===== src/rtl/fcnt_pkg.sv =====
// fcnt_pkg: shared types for the dual-channel VCO frequency counter.
// Holds the measurement FSM states and the rd_sel byte-select codes.
package fcnt_pkg;

    typedef enum logic [1:0] {
        IDLE  = 2'd0,
        ARM   = 2'd1,
        GATE  = 2'd2,
        LATCH = 2'd3
    } fcnt_state_e;

    localparam logic [1:0] SEL_A_LO = 2'd0;
    localparam logic [1:0] SEL_A_HI = 2'd1;
    localparam logic [1:0] SEL_B_LO = 2'd2;
    localparam logic [1:0] SEL_B_HI = 2'd3;

endpackage


===== src/rtl/fcnt_channel.sv =====
// fcnt_channel: one oscillator input -- synchroniser, rising-edge
// detect and a saturating edge counter with sticky overflow.
module fcnt_channel #(
    parameter int CNT_W       = 16,
    parameter int SYNC_STAGES = 2
) (
    input  logic             clk,
    input  logic             rst_n,
    input  logic             osc,
    input  logic             clear,
    input  logic             count_en,
    output logic [CNT_W-1:0] count,
    output logic             ovf
);

    if (SYNC_STAGES < 2) begin : g_bad_sync
        $error("fcnt_channel: SYNC_STAGES must be at least 2");
    end

    logic [SYNC_STAGES-1:0] sync_q;
    logic                   prev_q;
    logic                   edge_det;

    always_ff @(posedge clk or negedge rst_n) begin
        if (!rst_n) begin
            sync_q <= '0;
            prev_q <= 1'b0;
        end else begin
            sync_q <= {sync_q[SYNC_STAGES-2:0], osc};
            prev_q <= sync_q[SYNC_STAGES-1];
        end
    end

    assign edge_det = sync_q[SYNC_STAGES-1] & ~prev_q;

    // An edge arriving on a full counter is lost, which is what ovf records.
    always_ff @(posedge clk or negedge rst_n) begin
        if (!rst_n) begin
            count <= '0;
            ovf   <= 1'b0;
        end else if (clear) begin
            count <= '0;
            ovf   <= 1'b0;
        end else if (count_en && edge_det) begin
            if (&count) begin
                ovf <= 1'b1;
            end else begin
                count <= count + 1'b1;
            end
        end
    end

endmodule


===== src/rtl/vco_freq_counter.sv =====
// vco_freq_counter: gated dual-channel edge counter for the ring-VCO pair.
// Define FCNT_CONTINUOUS_EN to chain windows back-to-back while start is held.
module vco_freq_counter
    import fcnt_pkg::*;
#(
    parameter int CNT_W       = 16,
    parameter int GATE_W      = 16,
    parameter int SYNC_STAGES = 2
) (
    input  logic              clk,
    input  logic              rst_n,
    input  logic              start,
    input  logic [GATE_W-1:0] gate_len,
    input  logic              osc_a,
    input  logic              osc_b,
    output logic              busy,
    output logic              done,
    output logic [CNT_W-1:0]  count_a,
    output logic [CNT_W-1:0]  count_b,
    output logic              ovf_a,
    output logic              ovf_b,
    input  logic [1:0]        rd_sel,
    output logic [7:0]        rd_byte
);

    localparam logic [GATE_W-1:0] TIMER_ONE = GATE_W'(1);
    localparam int RW = (CNT_W < 16) ? CNT_W : 16;

    fcnt_state_e       state_q;
    fcnt_state_e       state_d;
    logic [GATE_W-1:0] timer_q;
    logic              load;
    logic              count_en;
    logic [CNT_W-1:0]  cnt_a;
    logic [CNT_W-1:0]  cnt_b;
    logic              ovf_int_a;
    logic              ovf_int_b;
    logic [15:0]       view_a;
    logic [15:0]       view_b;

    always_comb begin
        state_d = state_q;
        load    = 1'b0;
        unique case (state_q)
            IDLE: begin
                if (start) begin
                    load    = 1'b1;
                    state_d = ARM;
                end
            end
            ARM: state_d = GATE;
            GATE: begin
                if (timer_q == TIMER_ONE) begin
                    state_d = LATCH;
                end
            end
            LATCH: begin
`ifdef FCNT_CONTINUOUS_EN
                if (start) begin
                    load    = 1'b1;
                    state_d = ARM;
                end else begin
                    state_d = IDLE;
                end
`else
                state_d = IDLE;
`endif
            end
            default: state_d = IDLE;
        endcase
    end

    assign count_en = (state_q == GATE);
    assign busy     = (state_q != IDLE);

    // A zero gate length still yields a one-cycle window.
    always_ff @(posedge clk or negedge rst_n) begin
        if (!rst_n) begin
            state_q <= IDLE;
            timer_q <= '0;
        end else begin
            state_q <= state_d;
            if (load) begin
                timer_q <= (gate_len == '0) ? TIMER_ONE : gate_len;
            end else if (count_en) begin
                timer_q <= timer_q - TIMER_ONE;
            end
        end
    end

    always_ff @(posedge clk or negedge rst_n) begin
        if (!rst_n) begin
            done    <= 1'b0;
            count_a <= '0;
            count_b <= '0;
            ovf_a   <= 1'b0;
            ovf_b   <= 1'b0;
        end else begin
            done <= (state_q == LATCH);
            if (state_q == LATCH) begin
                count_a <= cnt_a;
                count_b <= cnt_b;
                ovf_a   <= ovf_int_a;
                ovf_b   <= ovf_int_b;
            end
        end
    end

    fcnt_channel #(
        .CNT_W       (CNT_W),
        .SYNC_STAGES (SYNC_STAGES)
    ) u_ch_a (
        .clk      (clk),
        .rst_n    (rst_n),
        .osc      (osc_a),
        .clear    (load),
        .count_en (count_en),
        .count    (cnt_a),
        .ovf      (ovf_int_a)
    );

    fcnt_channel #(
        .CNT_W       (CNT_W),
        .SYNC_STAGES (SYNC_STAGES)
    ) u_ch_b (
        .clk      (clk),
        .rst_n    (rst_n),
        .osc      (osc_b),
        .clear    (load),
        .count_en (count_en),
        .count    (cnt_b),
        .ovf      (ovf_int_b)
    );

    // Narrow counters zero-fill the upper byte; wide ones expose bits 15:0.
    always_comb begin
        view_a = '0;
        view_b = '0;
        view_a[RW-1:0] = count_a[RW-1:0];
        view_b[RW-1:0] = count_b[RW-1:0];
        rd_byte = '0;
        unique case (rd_sel)
            SEL_A_LO: rd_byte = view_a[7:0];
            SEL_A_HI: rd_byte = view_a[15:8];
            SEL_B_LO: rd_byte = view_b[7:0];
            SEL_B_HI: rd_byte = view_b[15:8];
            default:  rd_byte = '0;
        endcase
    end

endmodule


===== config.mk =====
export PLATFORM = sky130hd
export DESIGN_NAME = vco_freq_counter
export DESIGN_NICKNAME = d
export VERILOG_FILES = /design/src/rtl/fcnt_pkg.sv /design/src/rtl/fcnt_channel.sv /design/src/rtl/vco_freq_counter.sv
export SDC_FILE = /design/constraint.sdc
export NUM_CORES = 1
export LEC_CHECK = 0
export ABC_AREA = 0
export CORE_MARGIN = 2
export CORE_UTILIZATION = 42
export CTS_BUF_LIST = sky130_fd_sc_hd__clkbuf_8
export DETAILED_ROUTE_END_ITERATION = 10
export PLACE_DENSITY = 0.71
export SLEW_MARGIN = 10
export SYNTH_ARGS = -nofsm -noshare
export SYNTH_HDL_FRONTEND = slang
export SYNTH_SLANG_ARGS = --single-unit

===== constraint.sdc =====
create_clock -name clk -period 3.7 [get_ports clk]
set_clock_uncertainty 0.1 [all_clocks]
set_input_delay 0.74 -clock clk [delete_from_list [all_inputs] [get_ports clk]]
set_output_delay 0.74 -clock clk [all_outputs]
set_load 0.03 [all_outputs]

==> Yosys cells after proc, flatten, opt, wreduce, memory -nomap -nowiden <==
Cells that the tools add are included.
Widths: inputs -> output; s select.
{ "word_totals": {"reg_bits": 93, "input_bits": 23, "out_inout_bits": 44, "wordCells": 72} }
{ "op_classes": {"addsub": 3, "eq_ne": 11, "n_mux": 21, "n_bitwise": 4, "reduce_logical": 18} }
{ "ops": {"columns": ["op", "n"], "rows": [
  ["$mux 16", 9],
  ["$add 16x1->16 const B", 2],
  ["$pmux 8 s4", 1],
  ["$reduce_and 16->1", 2],
  ["$eq 16x1->1 const B", 1],
  ["$logic_not 16->1", 1],
  ["$sub 16x1->16 const B", 1],
  ["$reduce_bool 2->1", 6],
  ["$reduce_and 2->1", 5],
  ["$eq 2x2->1 const B", 4],
  ["$mux 1", 8],
  ["$ne 2x2->1 const B", 4],
  ["$pmux 2 s4", 1],
  ["$eq 2x1->1 const B", 2],
  ["$logic_not 2->1", 2],
  ["$mux 2", 2],
  ["$and 1x1->1", 2],
  ["$logic_and 1x1->1", 2],
  ["$not 1->1", 2]
]} }

==> Longest topological paths before layout <==
{ "depth": {"word_depth": 5, "depth_mapped": 8, "ltp_nobuf": 6} }

==> Cells and area by module <==
A second synthesis with hierarchy kept.
{ "unflattened": {"cells_unflattened": 407, "hier_area_um2": 4639.4} }
{ "by_module_without_submodules": {"columns": ["mod", "instances", "cells_per_inst", "area_per_inst_um2", "seq_area_each_um2"], "rows": [
  ["vco_freq_counter", 1, 201, 2529.9, 1326.3],
  ["fcnt_channel", 2, 103, 1054.8, 500.5]
]} }

==> Least setup slack after synthesis <==
OpenSTA, ideal clock, no wires.
{ "synth_path": {"path_type": "input to output", "from": "input port rd_sel[0]", "to": "output port rd_byte[0]", "arrival_ns": 1.808, "t_required_ns": 2.860, "path_slack_ns": 1.052, "cell_stages": 2, "path_buffers": 1, "path_cell_list": "clkbuf_1 > mux4_2"} }
{ "synth_via": {"elab_chain_cells": 2, "word_cells_on_any_way": 5, "classes_between": "eq/ne (3); mux (1); reduce/logical (1)"} }
{ "synth_lines": {"columns": ["element", "line_no", "text"], "rows": [
  ["from (decl)", "vco_freq_counter.sv:22", "input logic [1:0] rd_sel,"],
  ["$eq 2x2->1 (tied with other cells)", "vco_freq_counter.sv:142", "unique case (rd_sel)"],
  ["$pmux 8 s4 *", "vco_freq_counter.sv:142", null],
  ["to (decl)", "vco_freq_counter.sv:23", "output logic [7:0] rd_byte"]
]} }
Mark *: on every way between the ends. The rest lies on a longest branch, timed or not.

==> Final worst setup path <==
{ "layout_path": {"from": "input port rd_sel[1]", "to": "output port rd_byte[5]"} }
The elaborated chain is that of the path after synthesis.

==> flow_summary_export.csv <==
group,metric,value,unit
outcome,outcome,"completed",
cells_and_area,syn_to_final_growth,21.73,%
setup_path,endpoint_kind,"output port",
clock_network,cts_num_sinks,93,
timing,slew_violations,0,
setup_path,slowest_delay,0.67,ns
worst_hold_path,min_path_type,"in2async",
synth,synth_area_leaders,"dfrtp_1 50%, mux2_2 8.4%, mux4_2 3.8%",
floorplan,initial_core_util,0.4319,
floorplan,die_h,109.6,µm
floorplan,die_width,109.6,µm
synth,synth_edf_count,0,
power,power_frac_comb,0.351,
cells_and_area,final_cell_mix,"93 x dfrtp_1, 65 x clkdlybuf4s50_1, 42 x nand2_1",
cells_and_area,final_core_util,0.5257,
clock_network,holdBufCountCts,0,
timing,tns,0,ns
global_routing,grt_pass1_wl,18580,µm
timing,max_freq,294.7,MHz
cells_and_area,final_net_count,525,
routing,firstDrtPassIters,7,
setup_path,critPathKind,"in2out",
global_routing,grt.overflow.total,0,
synth,async_flop_share,1.000,
synth,syn_area,4682,µm²
synth,synth_compound_area_frac,0.1056,
timing,rsz0062_at_grt,"false",
clock_network,cts.reportedPaths.clkPinSlew,0.09,ns
setup_path,crit_path_top_delay_cell,"clkdlybuf4s50_1",
cells_and_area,fin_cells,639,
clock_network,cts_tree,"yes",
clock_network,clock_path_buffers,2,
routing,wl_per_cell,17.72,µm
routing,drtIter0Drc,284,
setup_path,cp_top_family,"buffers and inverters",
place,portBuffers,66,
synth,synth-simple-area-share,0.1831,
synth,synthesis.instances,427,
setup_path,worst-path-buf-inv,2,
synth,synthAdderAreaFrac,0.02138,
place,gp_congestion,0.8551,
power,p_int,1.941,mW
cells_and_area,drive_gt1_frac,0.1463,
power,pwr_density_cell,543.8,nW/µm²
place,place_inst,623,
synth,ys.flop_type,"dfrtp_1",
clock_network,ctsResizeCount,0,
synth,ys_warn_count,0,
power,p_sw_frac,0.3737,
flow_run,max_cap_viol_count,0,
power,switchingPower,1.158,mW
synth,yosysTopAreaCell,"dfrtp_1",
cells_and_area,layout_commonest_cell,"dfrtp_1",
global_routing,grt_pass1_vias,3674,
synth,synthXorXnorAreaFrac,0.02058,
place,hpwlAfterDp,8078,µm
clock_network,root_buffer,"clkbuf_8",
global_routing,grt_max_degree,44,
setup_path,cp.arrival,2.55,ns
routing,viasPerCell,5.773,
cells_and_area,antenna_cells,0,
power,power_frac_clock,0.205,
floorplan,dieArea,12010,µm²
setup_path,required,2.86,ns
timing,layout_min_cycle_time,3.393,ns
synth,synthDistinctLibCells,54,
clock_network,clk_latency,0.36,ns
synth,synth.avg_cell_area,10.96,µm²
global_routing,grt_use_total,0.2021,
timing,hold_violations,0,
timing,setup_viol,0,
synth,yosys_register_bits,93,
timing,relSlewSlack,0.3298,
setup_path,critPathMostFrequentCell,"clkdlybuf4s50_1",
global_routing,antenna_found_initial,0,
routing,drt_wl_total,11320,µm
setup_path,crit_fanout,6,
floorplan,boundaryPins,67,
setup_path,critPathLaunchType,"input port",
clock_network,cts_made_buffers,9,
timing,tightest_slew,1.002,ns
power,leakage,2.319,nW
synth,synth_fp_nets,458,
clock_network,postCtsSetupBuffers,0,
routing,drc_errors,0,
power,irDropWorstVdd,0.0002713,V
setup_path,crit_path_cell_trace,"clkdlybuf4s50_1, mux4_2, clkdlybuf4s50_1",
routing,antenna_left,0,
timing,period_share,0.9171,
synth,muxShareOfSynthArea,0.1462,
floorplan,fp-row-count,38,
clock_network,ctsHtreeMaxLevel,3,
synth,synth_top_family_by_area,"simple AND/OR/NAND/NOR gates",
power,power_frac_seq,0.445,
routing,vias,3689,
floorplan,core-area,10840,µm²
synth,synth_top_area_frac,0.4971,
synth,synth_seq_area_share,0.4971,
-- cell families after synthesis --
group	count (synthesis)
and+or+nand+nor	152
muxes	54
buffers and inverters	32
adders and majority gates	8
AOI/OAI and AO/OA	77
xor gates and xnor gates	11
DFF	93
-- worst paths after layout --
path | start | end | slack, ns | depth (start not counted)
min reg2reg | u_ch_b.sync_q[0] | u_ch_b.sync_q[1] | 0.26 | 0
max | rd_sel[1] | rd_byte[5] | 0.31 | 3
min | rst_n | u_ch_a.count[5] | 0.25 | 1
max reg2reg | state_q[0] | timer_q[13] | 0.86 | 6
max in group asynchronous | rst_n | u_ch_a.ovf | 2.50 | 2
min in group clk | u_ch_b.sync_q[0] | u_ch_b.sync_q[1] | 0.26 | 0
-- flip-flops by register name, summed over array words and instances (netlist names), 2 cells and up --
register and flops:
count_b 16, timer_q 16, u_ch_b.count 16, count_a 16
u_ch_b.sync_q 2, state_q 2, u_ch_a.count 16, u_ch_a.sync_q 2
-- area by class of cell --
| cell class | count | area (µm²) |
|---|---|---|
| repair buffers | 76 | 733.2 |
| fillers | 984 | 5141 |
| clock buffers | 11 | 151.4 |
| well taps | 140 | 175.2 |
| flip-flops and latches | 93 | 2327 |
| inverters | 12 | 45.04 |
| multi-input cells | 302 | 2232 |
| clock inverters | 5 | 35.03 |
-- synth_stat cells (2+ instances only) --
master	number
nand2b_1	9
and3_1	2
or4_1	16
a211oi_1	4
ha_1	8
and4_1	5
o31ai_1	11
buf_2	2
dfrtp_1	93
mux4_2	8
nand2_1	42
nor3_1	8
nand3_1	10
mux2_2	35
xnor2_1	10
mux2i_1	11
or4b_1	2
nor3b_1	2
clkbuf_1	12
a31oi_1	2
o21ai_0	19
nor2_1	16
and3b_1	2
inv_1	12
a21oi_1	21
nand4_1	6
nand3b_1	4
or3_1	5
nor4_1	14
o21ai_1	2
buf_1	6
a2111oi_0	2
nor4b_1	3
o211ai_1	2
and2_1	2
-- through the flow --
| step | total power, mW | worst slack (ns) | hold slack [ns] | instance area [µm²] |
|---|---|---|---|---|
| 2_1_floorplan | 2.109 | 1.052 | 0.2312 | 4682 |
| 3_3_place_gp | 2.434 | 0.3173 | 0.2333 | 5513 |
| 3_5_place_dp | 2.486 | 0.3065 | 0.2362 | 5513 |
| 4_1_cts | 3.124 | 0.3082 | 0.2570 | 5699 |
| 5_1_grt | 3.301 | 0.2852 | 0.2758 | 5699 |
| 6_report | 3.099 | 0.3067 | 0.2466 | 5699 |
-- power groups by stage --
stage | clock network (mW) | registers, mW | logic, mW
2_1_floorplan | 0 | 1.41 | 0.699
3_3_place_gp | 0 | 1.39 | 1.05
3_5_place_dp | 0 | 1.40 | 1.09
4_1_cts | 0.653 | 1.38 | 1.10
5_1_grt | 0.696 | 1.41 | 1.20
6_report | 0.634 | 1.38 | 1.09
-- per-layer routing --
| metal | routed length (µm) | GRT usage | part of all wire | up-vias |
|---|---|---|---|---|
| met3 | 657 | 0.05453 | 0.058 | 14 |
| met2 | 5848 | 0.3452 | 0.52 | 113 |
| met1 | 4648 | 0.2522 | 0.41 | 1820 |
| met4 | 167 | 0.05696 | 0.015 | 0 |
| met5 | 0 | 0 | 0 | - |
| li1 | - | - | - | 1742 |
Note: power is estimated with default switching activity, not from simulation.
